==> config.mk <==
export PLATFORM = sky130hd
export DESIGN_NAME = flit_tx_port
export DESIGN_NICKNAME = d
export VERILOG_FILES = /design/src/rtl/flit_tx_port.sv
export SDC_FILE = /design/constraint.sdc
export NUM_CORES = 1
export LEC_CHECK = 0
export BUFFER_PORTS_ARGS = -buffer_cell sky130_fd_sc_hd__buf_2
export CELL_PAD_IN_SITES_DETAIL_PLACEMENT = 1
export CELL_PAD_IN_SITES_GLOBAL_PLACEMENT = 1
export CORE_MARGIN = 2
export CORE_UTILIZATION = 31
export CTS_CLUSTER_DIAMETER = 30
export DETAILED_ROUTE_END_ITERATION = 16
export PLACE_DENSITY = 0.7
export SYNTH_ARGS = -nofsm -noshare
export SYNTH_HDL_FRONTEND = slang
export SYNTH_SLANG_ARGS = --single-unit
==> constraint.sdc <==
create_clock -name clk -period 2.4 [get_ports clk]
set_input_delay 0.36 -clock clk [delete_from_list [all_inputs] [get_ports clk]]
set_output_delay 0.36 -clock clk [all_outputs]
set_load 0.005 [all_outputs]
==> src/rtl/flit_tx_port.sv <==
// Credit-based flit transmitter feeding one switch input port.
// Locks a VC per packet, tracks per-VC downstream credits, registers flits out with 1-cycle latency.
module flit_tx_port #(
    parameter int NUM_VCS     = 2,
    parameter int BUFFER_SIZE = 8,
    parameter int CW          = $clog2(BUFFER_SIZE + 1),
    localparam int VW         = (NUM_VCS > 1) ? $clog2(NUM_VCS) : 1
) (
    input  logic                  clk,
    input  logic                  rst,
    input  logic                  in_valid,
    output logic                  in_ready,
    input  logic [31:0]           in_flit,
    input  logic [VW-1:0]         in_vc,
    input  logic                  in_last,
    input  logic [NUM_VCS-1:0]    credit_granted,
    output logic [31:0]           out_flit,
    output logic [VW-1:0]         out_vc,
    output logic                  data_ready_out,
    output logic                  packet_sent,
    output logic [NUM_VCS*CW-1:0] credits,
    output logic                  credit_err
);

    typedef enum logic {
        HEAD = 1'b0,
        BODY = 1'b1
    } state_e;

    state_e          state_q, state_d;
    logic [VW-1:0]   cur_vc_q, cur_vc_d;
    logic [VW-1:0]   sel_vc;
    logic [CW-1:0]   cred_q [NUM_VCS];
    logic [CW-1:0]   cred_d [NUM_VCS];
    logic            err_q, err_d;
    logic [31:0]     flit_q;
    logic [VW-1:0]   ovc_q;
    logic            drdy_q;
    logic            sent_q;
    logic            xfer;

    // Once a packet is under way its VC is locked; in_vc only matters on the head.
    always_comb begin
        sel_vc = (state_q == BODY) ? cur_vc_q : in_vc;
    end

    always_comb begin
        in_ready = 1'b0;
        for (int v = 0; v < NUM_VCS; v++) begin
            if (sel_vc == VW'(v)) begin
                in_ready = (cred_q[v] != '0);
            end
        end
    end

    assign xfer = in_valid && in_ready;

    always_comb begin
        state_d  = state_q;
        cur_vc_d = cur_vc_q;
        if (xfer) begin
            case (state_q)
                HEAD: begin
                    if (!in_last) begin
                        state_d  = BODY;
                        cur_vc_d = sel_vc;
                    end
                end
                BODY: begin
                    if (in_last) begin
                        state_d = HEAD;
                    end
                end
                default: state_d = HEAD;
            endcase
        end
    end

    // A send and a grant on the same VC in one cycle cancel out.
    always_comb begin
        logic dec;
        dec   = 1'b0;
        err_d = err_q;
        for (int v = 0; v < NUM_VCS; v++) begin
            cred_d[v] = cred_q[v];
            dec       = xfer && (sel_vc == VW'(v));
            if (dec && !credit_granted[v]) begin
                cred_d[v] = cred_q[v] - CW'(1);
            end else if (!dec && credit_granted[v]) begin
                if (cred_q[v] == CW'(BUFFER_SIZE)) begin
                    err_d = 1'b1;
                end else begin
                    cred_d[v] = cred_q[v] + CW'(1);
                end
            end
        end
    end

    always_ff @(posedge clk) begin
        if (rst) begin
            state_q  <= HEAD;
            cur_vc_q <= '0;
            err_q    <= 1'b0;
            flit_q   <= '0;
            ovc_q    <= '0;
            drdy_q   <= 1'b0;
            sent_q   <= 1'b0;
            for (int v = 0; v < NUM_VCS; v++) begin
                cred_q[v] <= CW'(BUFFER_SIZE);
            end
        end else begin
            state_q  <= state_d;
            cur_vc_q <= cur_vc_d;
            err_q    <= err_d;
            drdy_q   <= xfer;
            sent_q   <= xfer && in_last;
            for (int v = 0; v < NUM_VCS; v++) begin
                cred_q[v] <= cred_d[v];
            end
            if (xfer) begin
                flit_q <= in_flit;
                ovc_q  <= sel_vc;
            end
        end
    end

    for (genvar g = 0; g < NUM_VCS; g++) begin : g_cred_out
        assign credits[g*CW +: CW] = cred_q[g];
    end

    assign out_flit       = flit_q;
    assign out_vc         = ovc_q;
    assign data_ready_out = drdy_q;
    assign packet_sent    = sent_q;
    assign credit_err     = err_q;

endmodule

# [Word level (Yosys, flattened, before mapping)]
# Memory sizes are Yosys's and may differ from the RTL's.
# Index checks and enable logic that the tools add are counted.
[totals] regBits=38 ramBits=8 out_inout_bits=45 word_cells=54 mem_count=1
[op_classes] add_sub_neg=4 n_eq_ne=2 n_mux=20 n_bitwise=5 reduce_logical=15
[mem_list] name="cred_q" depth=2 word_bits=4 rd=2 rd_ports_with_merged_regs=0 wr=2 line_no="33" source="logic [CW-1:0] cred_q [NUM_VCS];"
[op_table] cell="$mux W4" count=8
[op_table] cell="$mux W1" count=12
[op_table] cell="$add A4 B1 Y4 const B" count=2
[op_table] cell="$eq A4 B4 Y1 const B" count=2
[op_table] cell="$logic_and A1 B1 Y1" count=8
[op_table] cell="$reduce_bool A4 Y1" count=2
[op_table] cell="$sub A4 B1 Y4 const B" count=2
[op_table] cell="$logic_not A1 Y1" count=4
[op_table] cell="$not A1 Y1" count=3
[op_table] cell="$reduce_and A3 Y1" count=1
[op_table] cell="$or A1 B1 Y1" count=2

# [Depth between registers and ports, before layout]
# Gate-level depths: netlist (run 1).
[logic_depth] depth_word=11 mapped_depth=11 mapped_depth_nobuf=10

# [Worst setup path after synthesis (run 1)]
# OpenSTA, ideal clock, no wires.
[synth_path] path_type="flip-flop to flip-flop" start="memory cred_q[0][1] (netlist bit)" end="memory cred_q[0][2] (netlist bit)" arrival_ps=2269 t_required_ps=2284 setup_slack_ps=15 stages_incl_launch_ff=12 n_path_buf=1 path_cell_list="dfxtp_1 -> buf_2 -> or4_1 -> nand3_1 -> inv_1 -> ha_1 -> xor2_1 -> ha_1 -> a21oi_1 -> xnor2_1 -> a21oi_1 -> a31o_2"
[synth_rtl] element="start, declared" line_no="33"

==> key figures, run 1 <==
Synth
  • Dominant cell by count in the synthesized netlist: dfxtp_1
  • Mux cell area share after synthesis: 1.43%
  • Syn nets: between 200 and 300
  • Ys Warns: 0
  • Dominant synthesized flop cell: dfxtp_1
  • Cell area after synthesis: about 2200 sq um
  • Synth Area in Compound Gates: a little over a quarter
  • Ys async rst share: 0%
  • Register area share after synthesis: 42.2%
  • Share of the synthesized area in the top cell type: a little over two fifths
  • Post-synth top cells: dfxtp_1, a21oi_1, nand2_1, a31o_1, clkbuf_1
  • Mapped Cells: 251
  • XOR/XNOR Fraction of Synth Area: between 2 and 2.5%
  • #FFs+latches synth: 46
  • Post-synthesis simple-gate area fraction: between 10% and 20%
  • Main combinational cell family by area after synthesis: compound AO/OA/AOI/OAI gates
  • Most area-consuming cells after synthesis: dfxtp_1, a31o_1, a21oi_1
  • Synth unique cells: 35
  • Leading area contributor after synthesis: dfxtp_1
  • Number of synthesized flops with an enable pin: 0
  • Adder-cell share of the synthesized area: 4.59%
  • Syn avg cell area: slightly below 9 sq um

Cells and area
  • Final instance area: just under 3000 sq um
  • Layout Nets: 382
  • FF+latch area: 921 sq um
  • Diode count: 0
  • Multi-input logic area: 1130 sq um
  • Layout area overhead: 32.4%
  • Fill count: about 840
  • Layout cells sized above 1: a little over a third

Setup path
  • Reg2reg start: cred_q[0][3]
  • CP Max Fanout: 3
  • Crit-path cells: or4_4 -> nand3_2 -> inv_1 -> ha_1 -> xor2_1 -> ha_1 -> a21oi_1 -> xnor2_1 -> a21oi_1 -> a31o_2
  • Slowest Stage Delay on Critical Path: about 0.54 ns
  • Worst path top cell family by delay: simple AND/OR/NAND/NOR gates
  • Critical path buffers and inverters: 1
  • Startpoint Class: flop
  • R2R Path End: cred_q[0][2]
  • Critical path's slowest cell: or4_4
  • WP data required: approximately 2.6 ns
  • Worst reg2reg path depth: 10
  • R2R setup slack: between 0.1 and 0.15 ns
  • Data arrival, critical path: between 2 and 2.5 ns
  • Type of the worst setup path: flop to flop
  • CP endpoint kind: flop

Timing
  • Slew Limit Fails: 0
  • RSZ-0062 raised after global routing: no
  • Endpoints failing setup: 0
  • Period utilization: a little over nine tenths
  • Achievable frequency: 440 MHz
  • Skew final: 0.00767 ns
  • Setup TNS Final: 0 ns
  • Final hold viol count: 0
  • Tmin final: about 2.3 ns
  • Worst Setup Slack, final: approximately 0.13 ns
  • Tightest Pin Transition: between 0.4 and 0.5 ns
  • Slew Limit Headroom: between 70% and 80%

Power and ir drop
  • Worst VDD drop: about 0.32 mV
  • Cell Pwr Density: between 600 and 700 nW/um^2
  • Seq pwr share: 44.1%
  • Net Sw Power: ~0.48 mW
  • Sw Ratio: approximately a quarter
  • Leakage: around 1.3 nW
  • Internal power: around 1.4 mW
  • Gate power share: between 10% and 20%
  • Clock power share: 36.1%

CTS
  • Clk slew on worst S/H paths: around 0.09 ns
  • Cts bufs inserted: 5
  • CTS tree: yes
  • Clk_lat worst skew: a little under 0.3 ns
  • Clk sinks: 46
  • CTS root buf: clkbuf_8
  • Clock buffer depth: 2
  • Post-CTS Hold Fix Bufs: 0
  • H-tree depth reported by CTS: 2

Placement
  • Placement Cell Area: ~2700 sq um
  • Dpl hpwl: around 4300 microns
  • IO buf count: slightly above 80
  • Gpl congestion: ~0.80
  • DP Worst Slack: around 0.05 ns

Drt
  • Vias post-DR: 2130
  • DR WL/cell: around 14 microns
  • Drt pass-1 iters: 4
  • DR vias/cell: ~4.9
  • Remaining antenna violation count: 0
  • Initial DRC count: 55
  • DRC: 0
  • Routed wire length: between 6000 and 7000 microns

GRT
  • Vias in the first global route: 1971
  • First-pass GRT wire length: roughly 9400 microns
  • Initial antenna violation count: 0
  • Final global-route overflow total: 0
  • All-Layer GR Usage: about 15%
  • Largest net degree at the start of global routing: 47

Hold path
  • Hold-critical path depth: 2
  • Hold Path End: out_flit[27]
  • Hold Crit Class: primary input to flop
  • Hold_sp: in_flit[27]

Die
  • Die Wd: about 88 microns
  • Row count: 30
  • I/O Pins: 84
  • Die area: a little under 8000 sq um
  • Starting Density: between 30% and 40%
  • Die Span Y: between 80 and 90 microns
  • CORE AREA: around 6800 sq um

Outcome
  • Status: finished, final reports clean

Flow run
  • Max_cap viols: 0
[sequential cells by signal, indices dropped and copies added, names as in the netlist]
signal,flops
state_q,1
out_vc,1
data_ready_out,1
out_flit,32
cur_vc_q,1
cred_q,8
packet_sent,1
credit_err,1
[metal layers]
layer | global-route usage (%) | up-vias | share of wire (%)
li1 | - | 1057 | -
met1 | 19.9 | 1024 | 45
met2 | 26.2 | 47 | 51
met3 | 3.68 | 2 | 3.8
met4 | 2.52 | 0 | 0.51
met5 | 0 | - | 0
[what timing repair did]
action | 4_1_cts | 5_1_grt
resized for setup | 0 | 5
setup buffers | 0 | 1
endpoints found under the setup margin | 0 | 2
[how the worst max path moves through the flow]
stage,startpoint,to,slack [ns],cells past startpoint
finish,cred_q[0][3],cred_q[0][2],0.13,10
global route,cred_q[0][3],cred_q[0][2],0.02,10
CTS,cred_q[0][3],cred_q[0][2],0.04,10
detailed placement,cred_q[0][3],cred_q[0][2],0.05,10
global placement,cred_q[0][3],cred_q[0][2],0.11,10
floorplan,cred_q[0][1],cred_q[0][2],0.01,11
[power groups by stage]
| stage | sequential (mW) | clock [mW] | combinational, mW |
|---|---|---|---|
| 6_report | 0.848 | 0.695 | 0.381 |
| 5_1_grt | 0.856 | 0.762 | 0.426 |
| 4_1_cts | 0.848 | 0.722 | 0.382 |
| 3_5_place_dp | 0.866 | 0 | 0.380 |
| 3_3_place_gp | 0.862 | 0 | 0.374 |
| 2_1_floorplan | 0.883 | 0 | 0.205 |
[cell usage in the layout (no fill, tap or decap), types with 2 or more instances in the layout]
cell and instances:
and2_1 2, xor2_1 2, a31o_1 29, a31oi_1 2, buf_4 15, inv_1 5, buf_2 83, clkbuf_8 6
bufinv_16 2, mux2i_1 2, ha_1 7, dfxtp_1 46, a31o_2 5, nor2_1 8, nand2_1 43, nor3b_1 5
o21ai_0 3, a21oi_1 44, or4_4 2, nor4_1 2, nor3_1 2, xnor2_1 3
[per-stage QoR]
stage	std cells	util, %	hold slack [ns]	power, mW
detailed placement	423	40.0	0.468	1.25
CTS	431	42.1	0.272	1.95
finish	432	42.5	0.282	1.92
global route	432	42.5	0.259	2.04
floorplan	251	-	0.453	1.09
global placement	423	40.0	0.467	1.24
[kinds of logic (layout without fill, tap and decap cells)]
group | Yosys count | count (layout)
fa+ha+maj | 8 | 8
compound gates | 88 | 88
simple gates | 72 | 72
xor+xnor | 6 | 6
mux | 3 | 3
buf+inv | 28 | 113
flops | 46 | 46
[final cells by class]
class,instances,area share [%]
Clock buffer,6,2.86
Clock inverter,2,2.08
Inverter,6,0.780
Multi-Input combinational cell,177,39.3
Sequential cell,46,31.9
Tap cell,96,4.16
Timing Repair Buffer,99,19.0
No activity file was read; power rests on OpenSTA's default activity.
==> run 2, diff against run 1 <==
--- a/config.mk
+++ b/config.mk
@@ -12,6 +12,7 @@
 export CORE_UTILIZATION = 31
 export CTS_CLUSTER_DIAMETER = 30
 export DETAILED_ROUTE_END_ITERATION = 16
+export MAX_ROUTING_LAYER = met4
 export PLACE_DENSITY = 0.7
 export SYNTH_ARGS = -nofsm -noshare
 export SYNTH_HDL_FRONTEND = slang
==> run 2 against run 1 <==
Via count is the same; die area stayed put; critical path depth is the same; flip-flop and latch count unchanged; sequential power about the same; wire length grew 0.35%; clock skew barely moved; critical endpoint unchanged; highest routed layer unchanged.
==> key figures, run 2 (synthesized netlist as in run 1, its figures left out) <==
Placement
  • DP Worst Slack: 0.0495 ns (unchanged)
  • Dpl hpwl: 4260 microns (unchanged)
  • IO buf count: 83 (unchanged)
  • Gpl congestion: 0.816 (+1.4%)
  • DP Cell Count: 423 (unchanged)

Die
  • I/O Pins: 84 (unchanged)
  • Die Span Y: 87.9 microns (unchanged)
  • Starting Density: 32.1% (unchanged)
  • Row count: 30 (unchanged)
  • Die area: 7720 sq um (unchanged)
  • Die Wd: 87.9 microns (unchanged)
  • CORE AREA: 6790 sq um (unchanged)

CTS
  • Post-CTS Hold Fix Bufs: 0 (unchanged)
  • Clk slew on worst S/H paths: 0.09 ns (about the same)
  • Clk_lat worst skew: 0.29 ns (about the same)
  • CTS root buf: clkbuf_8
  • H-tree depth reported by CTS: 2 (unchanged)
  • Clk sinks: 46 (unchanged)
  • Cts bufs inserted: 5 (unchanged)
  • CTS tree: yes
  • Clock buffer depth: 2 (unchanged)

Timing
  • Final hold viol count: 0 (unchanged)
  • Worst Setup Slack, final: 0.124 ns (-0.00178 ns)
  • Slew Limit Headroom: 71.5% (about the same)
  • Period utilization: 94.8% (about the same)
  • RSZ-0062 raised after global routing: no
  • Tmin final: 2.28 ns (+0.00178 ns)
  • Slew Limit Fails: 0 (unchanged)
  • Setup TNS Final: 0 ns (unchanged)
  • Endpoints failing setup: 0 (unchanged)
  • Skew final: 0.00728 ns (-0.000387 ns)
  • Achievable frequency: 439 MHz (about the same)
  • Tightest Pin Transition: 0.427 ns (+0.0000365 ns)

Power and ir drop
  • Cell Pwr Density: 667 nW/um^2 (+0.14%)
  • Gate power share: 19.8% (about the same)
  • Seq pwr share: 44.0% (about the same)
  • Clock power share: 36.2% (about the same)
  • Internal power: 1.45 mW (about the same)
  • Power, Total: 1.93 mW (+0.14%)
  • Sw Ratio: 24.9% (+0.10 points)
  • Worst VDD drop: 0.324 mV (about the same)
  • Net Sw Power: 0.481 mW (+0.54%)
  • Leakage: 1.34 nW (unchanged)

Cells and area
  • Diode count: 0 (unchanged)
  • Final core utilization: 42.5% (unchanged)
  • Fill count: 835 (unchanged)
  • Multi-input logic area: 1130 sq um (unchanged)
  • Layout Nets: 382 (unchanged)
  • Layout cells sized above 1: 36.0% (unchanged)
  • FF+latch area: 921 sq um (unchanged)
  • Leading cell type in the layout, fill and taps excluded: buf_2
  • Most frequent cells in the layout: buf_2, dfxtp_1, a21oi_1
  • Layout area overhead: 32.4% (unchanged)
  • Fin cells: 432 (unchanged)
  • Max FFs per register: 32 (unchanged)

Drt
  • DRC: 0 (unchanged)
  • Routed wire length: 6050 microns (+0.35%)
  • Initial DRC count: 61 (+11%)
  • Drt pass-1 iters: 6 (+2)
  • Vias post-DR: 2130 (unchanged)
  • DR vias/cell: 4.93 (unchanged)
  • Remaining antenna violation count: 0 (unchanged)
  • DR WL/cell: 14.0 microns (+0.35%)

GRT
  • First-pass GRT wire length: 9420 microns (-0.15%)
  • Final global-route overflow total: 0 (unchanged)
  • All-Layer GR Usage: 15.8% (+0.47 points)
  • Initial antenna violation count: 0 (unchanged)
  • Largest net degree at the start of global routing: 47 (unchanged)
  • Vias in the first global route: 1970 (-0.051%)

Setup path
  • CP endpoint kind: flop
  • Type of the worst setup path: flop to flop
  • Data arrival, critical path: 2.46 ns (about the same)
  • Startpoint Class: flop
  • CP Max Fanout: 3 (unchanged)
  • WP data required: 2.58 ns (about the same)

Hold path
  • Hold Crit Class: primary input to flop

Flow run
  • Max_cap viols: 0 (unchanged)

Outcome
  • Status: finished, final reports clean
==> run 2: cell counts in the layout (fill, tap and decap cells not counted) <==
Identical to the previous run, type by type.
==> run 2: final timing paths <==
| check | from | to | slack [ns] | cells past startpoint |
|---|---|---|---|---|
| max | cred_q[0][3] | cred_q[0][2] | 0.12 | 10 |
| min | in_flit[22] | out_flit[22] | 0.28 | 2 |
| max reg2reg | cred_q[0][3] | cred_q[0][2] | 0.12 | 10 |
| min reg2reg | out_vc | out_vc | 0.47 | 2 |
==> run 2: routing by layer <==
layer	wire, microns	vias up	track usage, %
met5	0	-	-
met4	34	0	2.52
met3	228	2	3.49
met2	3040	46	26.2
met1	2750	1024	20.0
li1	-	1058	-
==> run 2: cell type report <==
class	instances	share of cell area [%]
inverters	6	0.780
multi-input cells	177	39.3
well taps	96	4.16
flip-flops and latches	46	31.9
clock inverters	2	2.08
clock buffers	6	2.86
repair buffers	99	19.0
==> run 2: metrics by stage <==
stage	hold WS [ns]	area (sq um)
finish	0.278	2890
CTS	0.272	2860
global placement	0.467	2720
detailed placement	0.468	2720
global route	0.260	2890
floorplan	0.453	2180
==> run 2: power by group through the flow <==
| stage | clock, mW | combinational [mW] | sequential (mW) |
|---|---|---|---|
| finish | 0.697 | 0.381 | 0.848 |
| global route | 0.762 | 0.425 | 0.856 |
| detailed placement | 0 | 0.380 | 0.866 |
| floorplan | 0 | 0.205 | 0.883 |
| CTS | 0.722 | 0.382 | 0.848 |
| global placement | 0 | 0.374 | 0.862 |
==> run 2: repair_timing <==
item | CTS | global route
buffers inserted | 0 | 1
resized for setup | 0 | 5
endpoints found under the setup margin | 0 | 2
==> run 2: worst max-delay path, stage by stage, from the launching register on <==
cell and delay (ns):
dfxtp_1 0.32, or4_4 0.54, nand3_2 0.11, inv_1 0.06, ha_1 0.21, xor2_1 0.15
ha_1 0.17, a21oi_1 0.14, xnor2_1 0.16, a21oi_1 0.09, a31o_2 0.22
